### src/rtl/uart_hex_feeder.sv
// Byte FIFO + hex-dump formatter feeding a UART transmitter over its DV/Active/Done handshake.
// Define UART_HEX_LOWERCASE_EN to emit hex letters as a-f instead of A-F.
module uart_hex_feeder #(
    parameter int FIFO_DEPTH     = 16,
    parameter int BYTES_PER_LINE = 16
) (
    input  logic                          i_Clock,
    input  logic                          i_Reset_n,
    input  logic                          i_Data_Valid,
    input  logic [7:0]                    i_Data,
    input  logic                          i_Data_Last,
    output logic                          o_Data_Ready,
    output logic                          o_TX_DV,
    output logic [7:0]                    o_TX_Byte,
    input  logic                          i_TX_Active,
    input  logic                          i_TX_Done,
    output logic [$clog2(FIFO_DEPTH):0]   o_Fifo_Level,
    output logic                          o_Busy
);

    localparam int AW = $clog2(FIFO_DEPTH);
    localparam int LW = $clog2(BYTES_PER_LINE) + 1;

    typedef enum logic [1:0] {S_IDLE, S_ISSUE, S_ACK, S_WAIT} state_t;
    typedef enum logic [2:0] {C_HI, C_LO, C_SP, C_CR, C_LF} sel_t;

    logic [8:0]    mem_q [FIFO_DEPTH];
    logic [AW:0]   wr_ptr_q, rd_ptr_q;
    logic          full, empty, push, pop;

    state_t        state_q, state_d;
    sel_t          sel_q, sel_d;
    logic [8:0]    hold_q, hold_d;
    logic [LW-1:0] line_q, line_d;
    logic          dv_q, dv_d;
    logic [7:0]    byte_q, byte_d;
    logic [7:0]    cur_char;
    logic          tx_idle;

    function automatic logic [7:0] hex_char(input logic [3:0] n);
        if (n < 4'd10)
            return {4'h3, n};
`ifdef UART_HEX_LOWERCASE_EN
        return 8'h57 + {4'h0, n};
`else
        return 8'h37 + {4'h0, n};
`endif
    endfunction

    assign full  = (wr_ptr_q[AW] != rd_ptr_q[AW]) && (wr_ptr_q[AW-1:0] == rd_ptr_q[AW-1:0]);
    assign empty = (wr_ptr_q == rd_ptr_q);
    assign push  = i_Data_Valid && !full;
    assign pop   = (state_q == S_IDLE) && !empty;

    assign o_Data_Ready = !full;
    assign o_Fifo_Level = wr_ptr_q - rd_ptr_q;
    assign o_Busy       = !empty || (state_q != S_IDLE);
    assign o_TX_DV      = dv_q;
    assign o_TX_Byte    = byte_q;

    // Done must also be low: the transmitter is still in its cleanup cycle while Done is high.
    assign tx_idle = !i_TX_Active && !i_TX_Done;

    always_ff @(posedge i_Clock) begin
        if (push)
            mem_q[wr_ptr_q[AW-1:0]] <= {i_Data_Last, i_Data};
    end

    always_ff @(posedge i_Clock or negedge i_Reset_n) begin
        if (!i_Reset_n) begin
            state_q  <= S_IDLE;
            wr_ptr_q <= '0;
            rd_ptr_q <= '0;
            sel_q    <= C_HI;
            hold_q   <= '0;
            line_q   <= '0;
            dv_q     <= 1'b0;
            byte_q   <= 8'h00;
        end else begin
            state_q  <= state_d;
            sel_q    <= sel_d;
            hold_q   <= hold_d;
            line_q   <= line_d;
            dv_q     <= dv_d;
            byte_q   <= byte_d;
            if (push)
                wr_ptr_q <= wr_ptr_q + 1'b1;
            if (pop)
                rd_ptr_q <= rd_ptr_q + 1'b1;
        end
    end

    always_comb begin
        state_d = state_q;
        case (state_q)
            S_IDLE:  if (!empty) state_d = S_ISSUE;
            S_ISSUE: if (tx_idle) state_d = S_ACK;
            S_ACK:   if (i_TX_Active) state_d = S_WAIT;
            S_WAIT:  if (i_TX_Done)
                         state_d = (sel_q == C_SP || sel_q == C_LF) ? S_IDLE : S_ISSUE;
            default: state_d = S_IDLE;
        endcase
    end

    always_comb begin
        case (sel_q)
            C_HI:    cur_char = hex_char(hold_q[7:4]);
            C_LO:    cur_char = hex_char(hold_q[3:0]);
            C_CR:    cur_char = 8'h0D;
            C_LF:    cur_char = 8'h0A;
            default: cur_char = 8'h20;
        endcase
    end

    always_comb begin
        sel_d  = sel_q;
        hold_d = hold_q;
        line_d = line_q;
        dv_d   = 1'b0;
        byte_d = byte_q;
        case (state_q)
            S_IDLE: begin
                if (!empty) begin
                    hold_d = mem_q[rd_ptr_q[AW-1:0]];
                    sel_d  = C_HI;
                end
            end
            S_ISSUE: begin
                if (tx_idle) begin
                    dv_d   = 1'b1;
                    byte_d = cur_char;
                end
            end
            S_WAIT: begin
                if (i_TX_Done) begin
                    case (sel_q)
                        C_HI: sel_d = C_LO;
                        // line_q counts bytes already finished on this line
                        C_LO: sel_d = (hold_q[8] || line_q == LW'(BYTES_PER_LINE - 1)) ? C_CR : C_SP;
                        C_CR: sel_d = C_LF;
                        C_SP: line_d = line_q + LW'(1);
                        C_LF: line_d = '0;
                        default: sel_d = C_HI;
                    endcase
                end
            end
            default: ;
        endcase
    end

endmodule

### config.mk
export PLATFORM = sky130hd
export DESIGN_NAME = uart_hex_feeder
export DESIGN_NICKNAME = d
export VERILOG_FILES = /design/src/rtl/uart_hex_feeder.sv
export SDC_FILE = /design/constraint.sdc
export NUM_CORES = 1
export LEC_CHECK = 0
export BUFFER_PORTS_ARGS = -buffer_cell sky130_fd_sc_hd__clkbuf_2
export CAP_MARGIN = 20
export CELL_PAD_IN_SITES_DETAIL_PLACEMENT = 0
export CELL_PAD_IN_SITES_GLOBAL_PLACEMENT = 1
export CORE_MARGIN = 5
export CORE_UTILIZATION = 45
export CTS_CLUSTER_SIZE = 20
export DETAILED_ROUTE_END_ITERATION = 10
export HOLD_SLACK_MARGIN = 0.08
export PLACE_DENSITY = 0.72
export SLEW_MARGIN = 20
export SYNTH_ARGS = -nofsm -noshare
export SYNTH_HDL_FRONTEND = slang
export SYNTH_SLANG_ARGS = --single-unit
export TNS_END_PERCENT = 30
### constraint.sdc
create_clock -name i_Clock -period 4 [get_ports i_Clock]
set_input_delay 0.6 -clock i_Clock [delete_from_list [all_inputs] [get_ports i_Clock]]
set_output_delay 0.6 -clock i_Clock [all_outputs]
set_load 0.01 [all_outputs]
==> run metrics, run 1 <==
combinational share of power=0.337; initial antenna violation count=0; gr usage total=0.170; Int Power=0.00428 W; RePlAce Congestion=roughly 0.80; layout cells sized above 1=0.147; setup TNS=0 ns; core area=17300 um^2; Buffers on Ports=28; Seq/Total Area, Yosys=0.663; final hold violation count=0; vias per cell=about 5.5; Area Overhead vs Synth=10.7%; Relative slew margins=0.368; final hold slack=0.302 ns; Cell Area, Placed=a little over 8000 um^2; Post-Syn Area=roughly 7900 um^2; Final Cycle Share=0.745; cell count after synthesis=530; Post-CTS Setup Inserts=0; total grt overflow=0; total die area=just over 20000 um^2; startpoint types=register; critical path arrival=2.38 ns; fin worst setup slack=just over 1 ns; Avg Cell Area, Syn=14.9 um^2; Sw Pwr=around 0.0023 W; # rows=48; status=finished, final reports clean; Hold Crit Class=input pin to async pin; drt pass-1 iters=4; hold buffers post-CTS=0; CP max FO=16; ys async rst share=0.204; Nets=583; Via Count=~4300; Die H=approximately 140 um; clock skew after layout=0.00640 ns; width of the die=between 100 and 150 um; Final min period=approximately 3 ns; Syn. warnings=0; TritonCTS clock tree=done; Iteration-0 DRC Markers=277; DP Worst Slack=1.07 ns; hpwl dp=between 10 and 15 mm; vias in the first global route=approximately 4500; CP Class=register to output port; Resized cells post-CTS=0; Max Cap Viol=0; clk sink count=~180; Netlist cell types=approximately 60; Mapped Nets=approximately 560; leading cell type in the layout, fill and taps excluded=edfxtp_1; number of synthesized flops with an enable pin=roughly 140; Max H-tree Level=4; final setup fails=0; Worst EP required=between 3 and 4 ns; total routed wirelength=about 16 mm; Wirelength per Cell=~21 um; most frequent cells in the layout=edfxtp_1, mux2i_1, dfrtp_1, clkbuf_2; Post-synth top flop=edfxtp_1; total CTS buffers=17; Switching Share=0.345; ANT cells=0; largest net degree at the start of global routing=38; critical path endpoint category=output port; synthesized flop and latch total=between 150 and 200; sequential power share=0.399; clk_lat worst skew=roughly 0.43 ns; Final Max Tran Viols=0; Clk network pwr share=0.265; antenna violation net count after detailed routing=0; PwrDens=between 700 and 800 nW/um^2; Worst Max-Slew Pin Slew=0.942 ns; first-pass GRT wire length=~26 mm; CTS root buffer=clkbuf_16; Leak=3.23 nW; RSZ-0062 raised after global routing=false; # IOs=30; Max Freq=336 MHz; Peak VDD IR=around 0.37 mV; fin area=approximately 8800 um^2; Worst-path clk slew=about 0.070 ns; DRC Markers=0; clk buf depth=2; Starting Density=0.458
[power by group through the flow]
| stage | clock network, W | registers, W | logic (W) |
|---|---|---|---|
| floorplan | 0 | 0.00253 | 0.00172 |
| global placement | 0 | 0.00263 | 0.00218 |
| detailed placement | 0 | 0.00264 | 0.00221 |
| CTS | 0.00175 | 0.00261 | 0.00223 |
| global route | 0.00184 | 0.00265 | 0.00241 |
| finish | 0.00173 | 0.00261 | 0.00220 |
[routing by layer]
| layer | wire [um] | GRT usage | vias up |
|---|---|---|---|
| li1 | - | - | 2054 |
| met2 | 7920 | 0.274 | 83 |
| met4 | 184 | 0.0465 | 0 |
| met5 | 0 | 0 | - |
| met1 | 7540 | 0.235 | 2149 |
| met3 | 679 | 0.0368 | 15 |
[Yosys cell counts, types with 4 or more instances]
cell | count | area share
a31oi_1 | 9 | 0.0071
buf_6 | 5 | 0.0071
o22ai_1 | 18 | 0.014
clkbuf_1 | 6 | 0.0028
buf_2 | 8 | 0.0051
nand2_1 | 20 | 0.0095
inv_1 | 22 | 0.010
o21ai_0 | 26 | 0.016
nor2_1 | 26 | 0.012
o31ai_1 | 5 | 0.0047
and3_1 | 10 | 0.0079
xnor2_1 | 12 | 0.013
a221oi_1 | 9 | 0.010
mux4_2 | 9 | 0.026
buf_4 | 5 | 0.0047
ha_1 | 17 | 0.027
edfxtp_1 | 144 | 0.55
mux2i_1 | 56 | 0.071
a21oi_1 | 13 | 0.0082
and2_1 | 5 | 0.0040
dfrtp_1 | 37 | 0.12
a21o_1 | 4 | 0.0038
and4_1 | 4 | 0.0044
nor3_1 | 4 | 0.0025
[worst paths after layout]
check	start	endpoint	slack, ns	cells past startpoint
max in group asynchronous	i_Reset_n	rd_ptr_q[1]	3.04	1
hold / removal	i_Reset_n	line_q[1]	0.30	1
min in group i_Clock	o_TX_Byte[5]	o_TX_Byte[5]	0.47	2
setup reg to reg	rd_ptr_q[3]	mem_q[0][3]	1.04	6
setup / recovery	rd_ptr_q[3]	o_Busy	1.02	5
hold reg to reg	o_TX_Byte[5]	o_TX_Byte[5]	0.47	2
[sequential cells by signal, indices dropped and copies added (netlist names)]
name       cells
hold_q         9
sel_q          3
rd_ptr_q       5
wr_ptr_q       5
o_TX_DV        1
state_q        2
o_TX_Byte      7
line_q         5
mem_q        144
[final cells by class]
type,instances,area (um^2)
Inverter,23,86.3
Tap cell,225,282
Clock inverter,12,178
Sequential cell,181,5250
Multi-Input combinational cell,297,2370
Clock buffer,20,437
Timing Repair Buffer,31,163
Fill cell,1461,8530
[worst max-delay path, cell delays in order, from the launching register on]
cell and delay, ns:
dfrtp_1 0.76, inv_1 0.10, ha_1 0.35, and4_1 0.40
nand3_2 0.17, clkbuf_2 0.16
[cells by family after synthesis]
| group | count (synthesis) | share of synthesized area |
|---|---|---|
| flops | 181 | 0.663 |
| other cells | 1 | 0.000474 |
| fa+ha+maj | 18 | 0.0294 |
| mux | 67 | 0.0998 |
| buf+inv | 52 | 0.0375 |
| compound gates | 106 | 0.0900 |
| simple gates | 89 | 0.0609 |
| xor+xnor | 16 | 0.0187 |
[stage by stage]
step,util,std cells,power (W)
3_3_place_gp,0.471,757,0.00481
5_1_grt,0.507,789,0.00689
6_report,0.507,789,0.00653
2_1_floorplan,-,530,0.00425
4_1_cts,0.507,789,0.00658
3_5_place_dp,0.471,757,0.00486
No activity file was read; power rests on OpenSTA's default activity.
==> run 2: changes to the inputs <==
--- a/config.mk
+++ b/config.mk
@@ -5,6 +5,7 @@
 export SDC_FILE = /design/constraint.sdc
 export NUM_CORES = 1
 export LEC_CHECK = 0
+export ABC_AREA = 1
 export BUFFER_PORTS_ARGS = -buffer_cell sky130_fd_sc_hd__clkbuf_2
 export CAP_MARGIN = 20
 export CELL_PAD_IN_SITES_DETAIL_PLACEMENT = 0
@@ -14,7 +15,7 @@
 export CTS_CLUSTER_SIZE = 20
 export DETAILED_ROUTE_END_ITERATION = 10
 export HOLD_SLACK_MARGIN = 0.08
-export PLACE_DENSITY = 0.72
+export PLACE_DENSITY = 0.76
 export SLEW_MARGIN = 20
 export SYNTH_ARGS = -nofsm -noshare
 export SYNTH_HDL_FRONTEND = slang
==> constraint.sdc (replaced) <==
create_clock -name i_Clock -period 2.9 [get_ports i_Clock]
set_input_delay 0.435 -clock i_Clock [delete_from_list [all_inputs] [get_ports i_Clock]]
set_output_delay 0.435 -clock i_Clock [all_outputs]
set_load 0.01 [all_outputs]
==> run 2 against run 1 <==
Against the previous run: first-iteration DRC count up 67%; via count increased by 30%; largest power group is now combinational cells; count of clock-buffer cells in the layout decreased by 2; sequential share of layout area fell by 3.2 points; combinational power grew 63%; critical endpoint is now o_Fifo_Level[4]; highest routed layer unchanged; non-clock buffer count rose by 17; sequential cell count unchanged; critical path depth is 1 higher; clock power is 26% higher; die area grew 4.1%.
==> run metrics, run 2 <==
Final Max Tran Viols=0; TritonCTS clock tree=done; # rows=between 40 and 50; register-to-register setup slack=0.54 ns; RePlAce Congestion=roughly 0.86; Netlist cell types=30; Peak VDD IR=around 0.54 mV; PwrDens=~1000 nW/um^2; total CTS buffers=17; Starting Density=0.458; critical path arrival=about 2.2 ns; largest net degree at the start of global routing=75; leading cell type in the layout, fill and taps excluded=nand2_1; CP startpoint=wr_ptr_q[0]; ANT cells=0; first-pass GRT wire length=29.9 mm; status=finished, final reports clean; total grt overflow=0; Avg Cell Area, Syn=~9.8 um^2; synthesized flop and latch total=around 180; post-synthesis xor/xnor area fraction=0.0117; Crit Reg-Reg Endpoint=mem_q[10][1]; most frequent cells in the layout=nand2_1, edfxtp_1, inv_1, nand3_1, nor2_1; # IOs=30; hold buffers post-CTS=0; Synth Area in Adders=0.0282; Post-CTS Setup Inserts=0; Nets=between 900 and 1000; area of the multi-input gates=2370 um^2; Buffers on Ports=28; Yosys top cell area share=0.523; total routed wirelength=roughly 19 mm; CP max FO=4; clk_lat worst skew=0.43 ns; startpoint types=register; Relative slew margins=0.387; Max H-tree Level=4; width of the die=between 100 and 150 um; Wirelength per Cell=~17 um; Iteration-0 DRC Markers=approximately 460; antenna violation net count after detailed routing=0; initial antenna violation count=0; layout cells sized above 1=0.0993; post-synthesis compound-gate area fraction=0.0310; number of synthesized flops with an enable pin=144; Worst Max-Slew Pin Slew=0.920 ns; total die area=about 21000 um^2; DRC Markers=0; Worst-path clk slew=around 0.070 ns; Via Count=5580; largest family of logic cells by synthesized area=simple AND/OR/NAND/NOR gates; clock skew after layout=~0.0094 ns; Die H=146 um; Final Cycle Share=0.909; Worst EP required=2.47 ns; vias per cell=~5.0; final std cells w/o fill=approximately 1100; CP Class=register to output port; final setup fails=0; final hold violation count=0; crit path to=o_Fifo_Level[4]; RSZ-0062 raised after global routing=false; Fill cells=between 1500 and 2000; cell count after synthesis=around 850; clk buf depth=2; setup TNS=0 ns; final hold slack=about 0.13 ns; Post-synth top flop=edfxtp_1; Post-Syn Area=between 8000 and 9000 um^2; mux cell area share after synthesis=0; Area contributors post-synth=edfxtp_1, nand2_1, dfrtp_1; fin worst setup slack=0.263 ns; Final min period=between 2 and 3 ns; Area Overhead vs Synth=12.1%; placed cell count=1094; Max Freq=between 300 and 400 MHz; post-synthesis simple-gate area fraction=0.216; Syn. warnings=0; core area=18000 um^2; max reg flops=144; Post-synth top cells=nand2_1, edfxtp_1, inv_1, nand3_1, nor2_1; Yosys top cell by area=edfxtp_1; DP Worst Slack=between 0.5 and 0.6 ns; most frequent cell after synthesis=nand2_1; cells on worst reg2reg path=8; clk sink count=between 150 and 200; Max Cap Viol=0; Mapped Nets=approximately 880; FF/Latch Area=between 5000 and 6000 um^2; Hold Crit Class=input pin to async pin; CTS root buffer=clkbuf_16; critical path endpoint category=output port; Reg2Reg Launch Point=rd_ptr_q[2]; Seq/Total Area, Yosys=0.635; drt pass-1 iters=5; vias in the first global route=5395; Final Core Density=0.514; Leak=approximately 4.1 nW; hpwl dp=around 13 mm; Resized cells post-CTS=0; ys async rst share=0.204; gr usage total=0.183
-- run 2: cells by family after synthesis --
logic type	after synthesis
adder cells (fa/ha/maj)	18
XOR/XNOR	11
AO/OA/AOI/OAI	49
AND/OR/NAND/NOR	425
buffers and inverters	160
other	1
flip-flops	181
-- run 2: area by class of cell --
class                   count  area share
clock inverters            13      0.0132
inverters                 132      0.0535
well taps                 229      0.0309
clock buffers              18      0.0463
repair buffers             48      0.0327
flip-flops and latches    181       0.567
multi-input cells         504       0.256
-- run 2: where the power goes --
part | switching [W] | internal [W]
logic | 0.00245 | 0.00113
clock network | 0.000994 | 0.00119
registers | 0.000235 | 0.00324
-- run 2: layer usage --
layer	wire length, um	share of wire	GRT usage	vias to the layer above
met1	8500	0.45	0.240	2636
met2	9630	0.51	0.315	115
met3	671	0.035	0.0305	18
met4	231	0.012	0.0536	0
li1	-	-	-	2811
met5	0	0	0	-
-- run 2: how the worst min path moves through the flow --
stage,slack [ns],from,end,cells past startpoint
final,0.13,i_Reset_n,line_q[1],1
after global routing,0.20,i_Reset_n,line_q[1],1
after CTS,0.20,i_Reset_n,line_q[2],1
after detailed placement,0.46,o_TX_Byte[3],o_TX_Byte[3],2
after global placement,0.46,o_TX_Byte[3],o_TX_Byte[3],2
after floorplan,0.14,i_Reset_n,hold_q[0],0
-- run 2: metrics by stage --
| step | total power, W | cell area, um^2 |
|---|---|---|
| 3_5_place_dp | 0.00712 | 8710 |
| 4_1_cts | 0.00930 | 9260 |
| 3_3_place_gp | 0.00710 | 8710 |
| 6_report | 0.00924 | 9260 |
| 2_1_floorplan | 0.00599 | 8260 |
| 5_1_grt | 0.00989 | 9260 |
-- run 2: worst max-delay path: stages (launching register included) --
cell and delay, ns:
dfrtp_1 0.40, inv_1 0.12, ha_1 0.25, fa_1 0.40, o21ai_0 0.27, xor2_1 0.18
clkbuf_2 0.15
